**src/rtl/axi_ctrl_regfile.sv**
```systemverilog
// AXI3 write-only control register window: program start address, run clear and
// interrupt acknowledge that waits for the acknowledged requests to drop.
module axi_ctrl_regfile #(
  parameter logic [31:0] BASE_ADDR   = 32'h4000_0000,
  parameter int          NUM_IRQ     = 4,
  parameter int          ACK_TIMEOUT = 0
) (
  input  logic               clk,
  input  logic               rst,
  output logic               mem_start_ready,
  output logic [31:0]        mem_start,
  input  logic [NUM_IRQ-1:0] interrupt_req,
  output logic [NUM_IRQ-1:0] interrupt_ack,
  input  logic [11:0]        awid,
  input  logic               awvalid,
  output logic               awready,
  input  logic [31:0]        awaddr,
  input  logic [7:0]         awlen,
  input  logic [2:0]         awsize,
  input  logic [11:0]        wid,
  input  logic               wvalid,
  output logic               wready,
  input  logic [31:0]        wdata,
  input  logic [3:0]         wstrb,
  input  logic               wlast,
  output logic [11:0]        bid,
  output logic [1:0]         bresp,
  output logic               bvalid,
  input  logic               bready
);

  localparam int             CNT_W       = (ACK_TIMEOUT > 0) ? $clog2(ACK_TIMEOUT + 1) : 1;
  localparam logic [CNT_W:0] TIMEOUT_LIM = (CNT_W + 1)'(ACK_TIMEOUT);
  localparam logic [1:0]     RESP_OKAY   = 2'b00;
  localparam logic [1:0]     RESP_SLVERR = 2'b10;

  typedef enum logic [1:0] {IDLE = 2'd0, WDATA = 2'd1, WAIT_REQ = 2'd2, RESP = 2'd3} state_t;
  typedef enum logic [1:0] {SEL_MEM = 2'd0, SEL_ACK = 2'd1, SEL_CLR = 2'd2, SEL_NONE = 2'd3} sel_t;

  function automatic sel_t decode(input logic [31:0] addr);
    if (addr == BASE_ADDR) begin
      return SEL_MEM;
    end else if (addr == BASE_ADDR + 32'd4) begin
      return SEL_ACK;
    end else if (addr == BASE_ADDR + 32'd8) begin
      return SEL_CLR;
    end else begin
      return SEL_NONE;
    end
  endfunction

  state_t             state, state_n;
  sel_t               sel, sel_n, aw_sel;
  logic               err, err_n;
  logic [11:0]        bid_n;
  logic [1:0]         bresp_n;
  logic [31:0]        mem_start_n;
  logic               mem_start_ready_n;
  logic [NUM_IRQ-1:0] ack_n, mask, mask_n;
  logic [CNT_W-1:0]   cnt, cnt_n;
  logic [CNT_W:0]     cnt_inc;
  logic               aw_hs, w_hs, b_hs, beat_bad, masked_busy, ack_pulse, timed_out;

  assign aw_hs       = awvalid && awready;
  assign w_hs        = wvalid && wready;
  assign b_hs        = bvalid && bready;
  assign aw_sel      = decode(awaddr);
  assign beat_bad    = (wstrb != 4'hF) || !wlast || (wid != bid);
  assign masked_busy = |(interrupt_req & mask);
  // The pulse cycle itself is not a release candidate; release is judged from the next cycle.
  assign ack_pulse   = |interrupt_ack;
  assign cnt_inc     = {1'b0, cnt} + {{CNT_W{1'b0}}, 1'b1};
  assign timed_out   = (TIMEOUT_LIM != '0) && (cnt_inc >= TIMEOUT_LIM);

  // Next-state and next-register computation for the single outstanding transaction.
  always_comb begin
    state_n           = state;
    sel_n             = sel;
    err_n             = err;
    bid_n             = bid;
    bresp_n           = bresp;
    mem_start_n       = mem_start;
    mem_start_ready_n = mem_start_ready;
    ack_n             = '0;
    mask_n            = mask;
    cnt_n             = cnt;
    case (state)
      IDLE: begin
        if (aw_hs) begin
          bid_n   = awid;
          sel_n   = aw_sel;
          err_n   = (awlen != 8'd0) || (awsize != 3'b010) || (aw_sel == SEL_NONE);
          state_n = WDATA;
        end else begin
          state_n = IDLE;
        end
      end
      WDATA: begin
        if (w_hs) begin
          state_n = RESP;
          bresp_n = RESP_OKAY;
          if (err || beat_bad) begin
            bresp_n = RESP_SLVERR;
          end else begin
            case (sel)
              SEL_MEM: begin
                mem_start_n       = wdata;
                mem_start_ready_n = 1'b1;
              end
              SEL_CLR: begin
                mem_start_ready_n = 1'b0;
              end
              SEL_ACK: begin
                mask_n = wdata[NUM_IRQ-1:0];
                ack_n  = wdata[NUM_IRQ-1:0];
                cnt_n  = '0;
                if (|wdata[NUM_IRQ-1:0]) begin
                  state_n = WAIT_REQ;
                end else begin
                  state_n = RESP;
                end
              end
              default: begin
                bresp_n = RESP_SLVERR;
              end
            endcase
          end
        end else begin
          state_n = WDATA;
        end
      end
      WAIT_REQ: begin
        if (ack_pulse) begin
          cnt_n = cnt_inc[CNT_W-1:0];
        end else if (!masked_busy) begin
          bresp_n = RESP_OKAY;
          state_n = RESP;
        end else if (timed_out) begin
          bresp_n = RESP_SLVERR;
          state_n = RESP;
        end else begin
          cnt_n = cnt_inc[CNT_W-1:0];
        end
      end
      RESP: begin
        if (b_hs) begin
          err_n   = 1'b0;
          state_n = IDLE;
        end else begin
          state_n = RESP;
        end
      end
      default: begin
        state_n = IDLE;
      end
    endcase
  end

  // State, register and handshake-output flops; ready/valid follow the next state.
  always_ff @(posedge clk) begin
    if (rst) begin
      state           <= IDLE;
      sel             <= SEL_NONE;
      err             <= 1'b0;
      bid             <= 12'h000;
      bresp           <= 2'b00;
      mem_start       <= 32'h0000_0000;
      mem_start_ready <= 1'b0;
      interrupt_ack   <= '0;
      mask            <= '0;
      cnt             <= '0;
      awready         <= 1'b1;
      wready          <= 1'b0;
      bvalid          <= 1'b0;
    end else begin
      state           <= state_n;
      sel             <= sel_n;
      err             <= err_n;
      bid             <= bid_n;
      bresp           <= bresp_n;
      mem_start       <= mem_start_n;
      mem_start_ready <= mem_start_ready_n;
      interrupt_ack   <= ack_n;
      mask            <= mask_n;
      cnt             <= cnt_n;
      awready         <= (state_n == IDLE);
      wready          <= (state_n == WDATA);
      bvalid          <= (state_n == RESP);
    end
  end

endmodule
```
**config.mk**
```make
export PLATFORM = sky130hd
export DESIGN_NAME = axi_ctrl_regfile
export DESIGN_NICKNAME = d
export VERILOG_FILES = /design/src/rtl/axi_ctrl_regfile.sv
export SDC_FILE = /design/constraint.sdc
export NUM_CORES = 1
export LEC_CHECK = 0
export CORE_AREA = 2 2 95 97
export CTS_BUF_LIST = sky130_fd_sc_hd__clkbuf_16
export DETAILED_ROUTE_END_ITERATION = 6
export DIE_AREA = 0 0 97 99
export PLACE_DENSITY_LB_ADDON = 0.2
export SETUP_SLACK_MARGIN = 0.1
export SLEW_MARGIN = 20
export SYNTH_ARGS = -nofsm -noshare
export SYNTH_HDL_FRONTEND = slang
export SYNTH_SLANG_ARGS = --single-unit
```
**constraint.sdc**
```tcl
create_clock -name clk -period 3 [get_ports clk]
set_input_delay 0.9 -clock clk [delete_from_list [all_inputs] [get_ports clk]]
set_output_delay 0.9 -clock clk [all_outputs]
set_load 0.05 [all_outputs]
```
== Word-level counts from Yosys, hierarchy flattened ==
Cells that the tools add are included.

* Reductions and logical operators: 27
* Order comparisons: 0
* $mul: 0
* Bitwise operators: 5
* Shift operators: 0
* Divide/modulo/power cells: 0
* Eq/ne operators: 19
* Multiplexer cells: 22
* $add $sub $neg: 0

{| class="wikitable"
|+ Operators by type and width
! kind !! count
|-
| 32-bit by 31-bit equality test with 1-bit output (second input constant) || 3
|-
| 2-bit 2-to-1 mux || 11
|-
| 4-bit AND reduction || 4
|-
| 12-bit != test || 1
|-
| 4-bit OR reduction || 3
|-
| 2-bit equality test (second input constant) || 5
|-
| 2-bit != test (second input constant) || 5
|-
| 2-bit case mux with 4 select lines || 1
|-
| 8-bit nonzero test || 1
|-
| 1-bit 2-to-1 mux || 7
|-
| 2-bit by 1-bit equality test with 1-bit output (second input constant) || 3
|-
| 2-bit zero test || 3
|-
| 2-bit nonzero test || 3
|-
| 1-bit logical OR || 5
|-
| 5-bit OR reduction || 1
|-
| 4-bit bitwise AND || 1
|-
| 4-bit != test (second input constant) || 1
|-
| 1-bit NOT || 4
|-
| 1-bit case mux with 2 select lines || 2
|-
| 2-bit case mux with 2 select lines || 1
|-
| 1-bit logical AND || 3
|-
| 3-bit by 2-bit != test with 1-bit output (second input constant) || 1
|-
| 3-bit AND reduction || 1
|-
| 3-bit OR reduction || 1
|-
| 2 further kinds || 2
|}

* Word-level logic and storage cells: 85
* Memory bits (writable): 0
* Output and inout port bits: 54
* Memory bits (read-only): 0
* Memories kept: 0
* Latch bits: 0
* Register bits after elaboration: 63
* Bits of input ports: 113

== Depth between registers and ports, before layout ==
* Depth in word-level cells: 8
* Depth in mapped cells: 7

== Worst setup path before layout ==
Ideal clock, no wire load.

* Path kind: in2reg
* Start: in wid[10]
* End: reg mem_start[10]
* Buffers on the path: 1
* Path slack: 0.820 ns
* Data arrival time: 2.048 ns
* Stages on the path: 6
* Cell sequence: xor2_1 > nor4_4 > nand4_4 > buf_2 > o31ai_1 > a21oi_1

* Cells in the longest elaborated chain, start to end: 5

{| class="wikitable"
|+ Ends and longest elaborated chain
! element !! RTL line !! RTL
|-
| from (decl) || 20 || <nowiki>input logic [11:0] wid,</nowiki>
|-
| 12-bit != test || 68 || <nowiki>assign beat_bad = (wstrb != 4'hF) || !wlast || (wid != bid);</nowiki>
|-
| 1-bit logical OR || 68 ||
|-
| 1-bit logical OR || 102 || <nowiki>if (err || beat_bad) begin</nowiki>
|-
| 1-bit NOT (no source line) || n/a ||
|-
| 4-bit AND reduction (no source line) || n/a ||
|-
| to (signal assigned) || 181 || <nowiki>mem_start <= mem_start_n;</nowiki>
|-
| to (decl) || 11 || <nowiki>output logic [31:0] mem_start,</nowiki>
|}

No other way between the ends.
A chain may end at the register's enable or synchronous reset.

== Worst setup path in the final report ==
* Start: in wid[6]
* End: reg mask[3]

* Cells in the longest elaborated chain, start to end: 5

{| class="wikitable"
|+ Ends and longest elaborated chain
! element !! RTL line !! RTL
|-
| 12-bit != test || 68 ||
|-
| 1-bit logical OR || 68 ||
|-
| 1-bit logical OR || 102 ||
|-
| 1-bit NOT (no source line) || n/a ||
|-
| 4-bit AND reduction (no source line) || n/a ||
|-
| to (signal assigned) || 184 || <nowiki>mask <= mask_n;</nowiki>
|-
| to (decl) || 59 || <nowiki>logic [NUM_IRQ-1:0] ack_n, mask, mask_n;</nowiki>
|}

No other way between the ends.

==> reports/results.md <==
| Result | Reported |
|:---|:---|
| Launch point of the worst reg-to-reg path | err$_SDFFE_PP0P_ |
| Final setup violating endpoints | 0 |
| DRC violation count after routing | 0 |
| Cell count after synthesis | 329 |
| Final setup TNS | 0 ps |
| Number of cells in the finished layout apart from fillers | 591 |
| Cell type with the largest total area after synthesis | dfxtp_1 |
| Routing usage on met1 | 0.2250 |
| Overall die area | 9603 um2 |
| Ranking of synthesized cells by area | dfxtp_1 (43%), a21oi_1 (8.4%), o31ai_1 (8.2%) |
| Half-perimeter wire length after placement | 6743 um |
| Worst EP arrival | 2710 ps |
| Top cells by count, synth | dfxtp_1 (62), a21oi_1 (49), nand4_1 (34), o31ai_1 (32), nand2_1 (30) |
| Netlist Area Pre-Place | 2920 um2 |
| Busiest grt layer | met2 |
| Slew headroom | 0.5874 |
| Most repeated cell in the gate-level netlist after synthesis | dfxtp_1 |
| Top-level port count | 167 |
| H-tree level count | 3 |
| Setup repair after global routing missed its margin | false |
| Final hold violations | 0 |
| Share of the clock period used by the worst path after layout | 0.8182 |
| Residual overflow from global routing | 0 |
| Buffers added on ports | 165 |
| YS warnings | 0 |
| Crit-path max FO | 46 |
| Smallest hold slack | 464.4 ps |
| Shortest period the worst path allows | 2455 ps |
| Floorplan Core Area | 8551 um2 |
| Core Rows | 34 |
| Unique masters post-synth | 40 |
| Number of instances in the placed design | 577 |
| Required time reported for the critical path endpoint | 3250 ps |
| Hold_sp | mem_start[9]$_SDFFE_PP0P_ |
| GR Layer Usage met2 | 0.3237 |
| Wire length of the first global-routing pass | 14680 um |
| Leakage | 1.679 nW |
| Peak supply drop | 0.0002813 V |
| Avg Cell Area, Syn | 8.876 um2 |
| P&R area growth vs syn | 65.12% |
| Final Power | 2.086 mW |
| TritonCTS buffer count | 9 |
| Main flop type after synthesis | dfxtp_1 |
| Critical Path Start Type | input pin |
| Initial antenna violation count | 0 |
| Total power density per cell area | 432.7 nW/um2 |
| Upper clock frequency limit | 0.4074 GHz |
| Net count after synthesis | 442 |
| Fraction of layout instances using a drive strength above 1 | 0.06004 |
| Max-slew violations | 0 |
| Fillers | 799 |
| Status | finished clean |
| Worst Path Class, Setup | input pin to flop |
| GR Util All Layers | 0.1881 |
| Synthesized flop and latch total | 62 |
| Share of synthesized registers carrying an async set or reset | 0 |
| Number of setup buffers added after CTS | 0 |
| Via density per instance | 5.190 |
| Clock transition at the register clock pins on the worst setup and hold paths after CTS | 50 ps |
| Number of iterations in the first detailed-routing pass | 4 |
| Final Util | 0.5639 |
| Share of the synthesized area in the top cell type | 0.4250 |
| Maximum clock insertion buffer count | 2 |
| Drt total wl | 9341 um |
| Floorplan die height | 99 um |
| Antenna fix cells | 0 |
| Number of nets in the layout | 593 |
| Post-CTS Hold Fix Bufs | 0 |
| Vias after detailed routing | 3067 |
| Clock Sink Count | 62 |
| Drt initial violations | 162 |
| # Max-Cap Violations | 0 |
| Number of flops mapped to enable cells by yosys | 0 |
| Worst setup path start | wid[6] |
| Initial cell density of the core | 0.3415 |
| Average wire length per cell after detail routing | 15.81 um |
| Fraction of the yosys area taken by sequential cells | 0.4250 |
| Clock tree from TritonCTS | built |
| Buffer cell driving the clock tree root | clkbuf_16 |
| Routing usage on met3 | 0.05887 |
| Post-DRT Antenna Nets | 0 |
| Total of cells resized after clock tree synthesis | 0 |
| Worst clock skew | 8.048 ps |
| Slew of the pin with the lowest slew margin | 618.0 ps |
| Clock latency of the later-clocked register in the worst-skew pair | 320 ps |
| Worst min-delay path class | flop to flop |
| Worst setup EP type | flop |
| Largest net degree at the start of global routing | 47 |
| Number of global-route vias before repair | 3031 |
| Final RePlAce weighted congestion | 0.7983 |
| Horiz. Die Dim | 97 um |
==> layout by cell type, fill, tap and decap left out, drive strengths merged, types with 2 or more instances in the layout <==
cell type / count
dfxtp: 62
o31ai: 33
nor3b: 2
nand3: 7
and4: 3
or3: 2
nand4: 35
nor4b: 2
nand2: 30
clkinv: 3
xor2: 12
inv: 9
clkbuf: 9
nor3: 5
o21ai: 2
clkdlybuf4s50: 164
o21ba: 3
a21oi: 49
a211oi: 3
o21a: 4
nor2: 11
nor4: 15
buf: 8
==> sequential cells by signal (all words and copies together) (netlist names) <==
name and flops:
interrupt_ack 4, state 2, wready 1, mask 4
bid 12, mem_start_ready 1, mem_start 32, bvalid 1
bresp 1, sel 2, awready 1, err 1
==> cells by family after synthesis <==
group / after synthesis / synth area share
flops: 62 / 0.4250
other cells: 1 / 0.001284
compound gates: 99 / 0.2168
simple gates: 116 / 0.2395
xor+xnor: 12 / 0.03599
buf+inv: 39 / 0.08140
==> area by class of cell <==
class	instances	area (um2)	area share
clock inverters	5	21.27	0.004411
flip-flops and latches	62	1241	0.2574
well taps	108	135.1	0.02802
clock buffers	9	225.2	0.04670
inverters	7	26.28	0.005449
repair buffers	172	1724	0.3576
multi-input cells	228	1449	0.3005
==> critical path: stages <==
cell and delay [ps]:
clkdlybuf4s50_1 440, xor2_1 180, nor4_4 330, nand4_4 140, buf_12 200, or3_1 360, a21oi_1 130
==> path summary, 6_finish.rpt <==
path / end / slack (ps) / depth (start not counted)
setup / recovery: mask[3]$_SDFFE_PP0P_ / 550 / 7
hold / removal: mem_start[9]$_SDFFE_PP0P_ / 460 / 2
setup reg to reg: mask[3]$_SDFFE_PP0P_ / 1180 / 6
hold reg to reg: mem_start[9]$_SDFFE_PP0P_ / 460 / 2
==> through the flow <==
step | instance area [um2] | setup WS, ps
after floorplan | 2920 | 820.1
after global routing | 4822 | 467.7
final | 4822 | 545.5
after global placement | 4576 | 238.7
after CTS | 4822 | 555.2
after detailed placement | 4576 | 231.3
==> per-layer routing <==
metal,part of all wire,vias up
li1,-,1531
met1,0.42,1393
met2,0.48,138
met3,0.088,5
met4,0.0074,0
met5,0,-
==> where the power goes <==
| part | internal, mW | leakage (nW) | switching, mW | total [mW] |
|---|---|---|---|---|
| logic | 0.191 | 1.05 | 0.163 | 0.355 |
| clock network | 0.535 | 0.131 | 0.330 | 0.865 |
| registers | 0.846 | 0.502 | 0.0208 | 0.867 |
No activity file was read; power rests on OpenSTA's default activity.
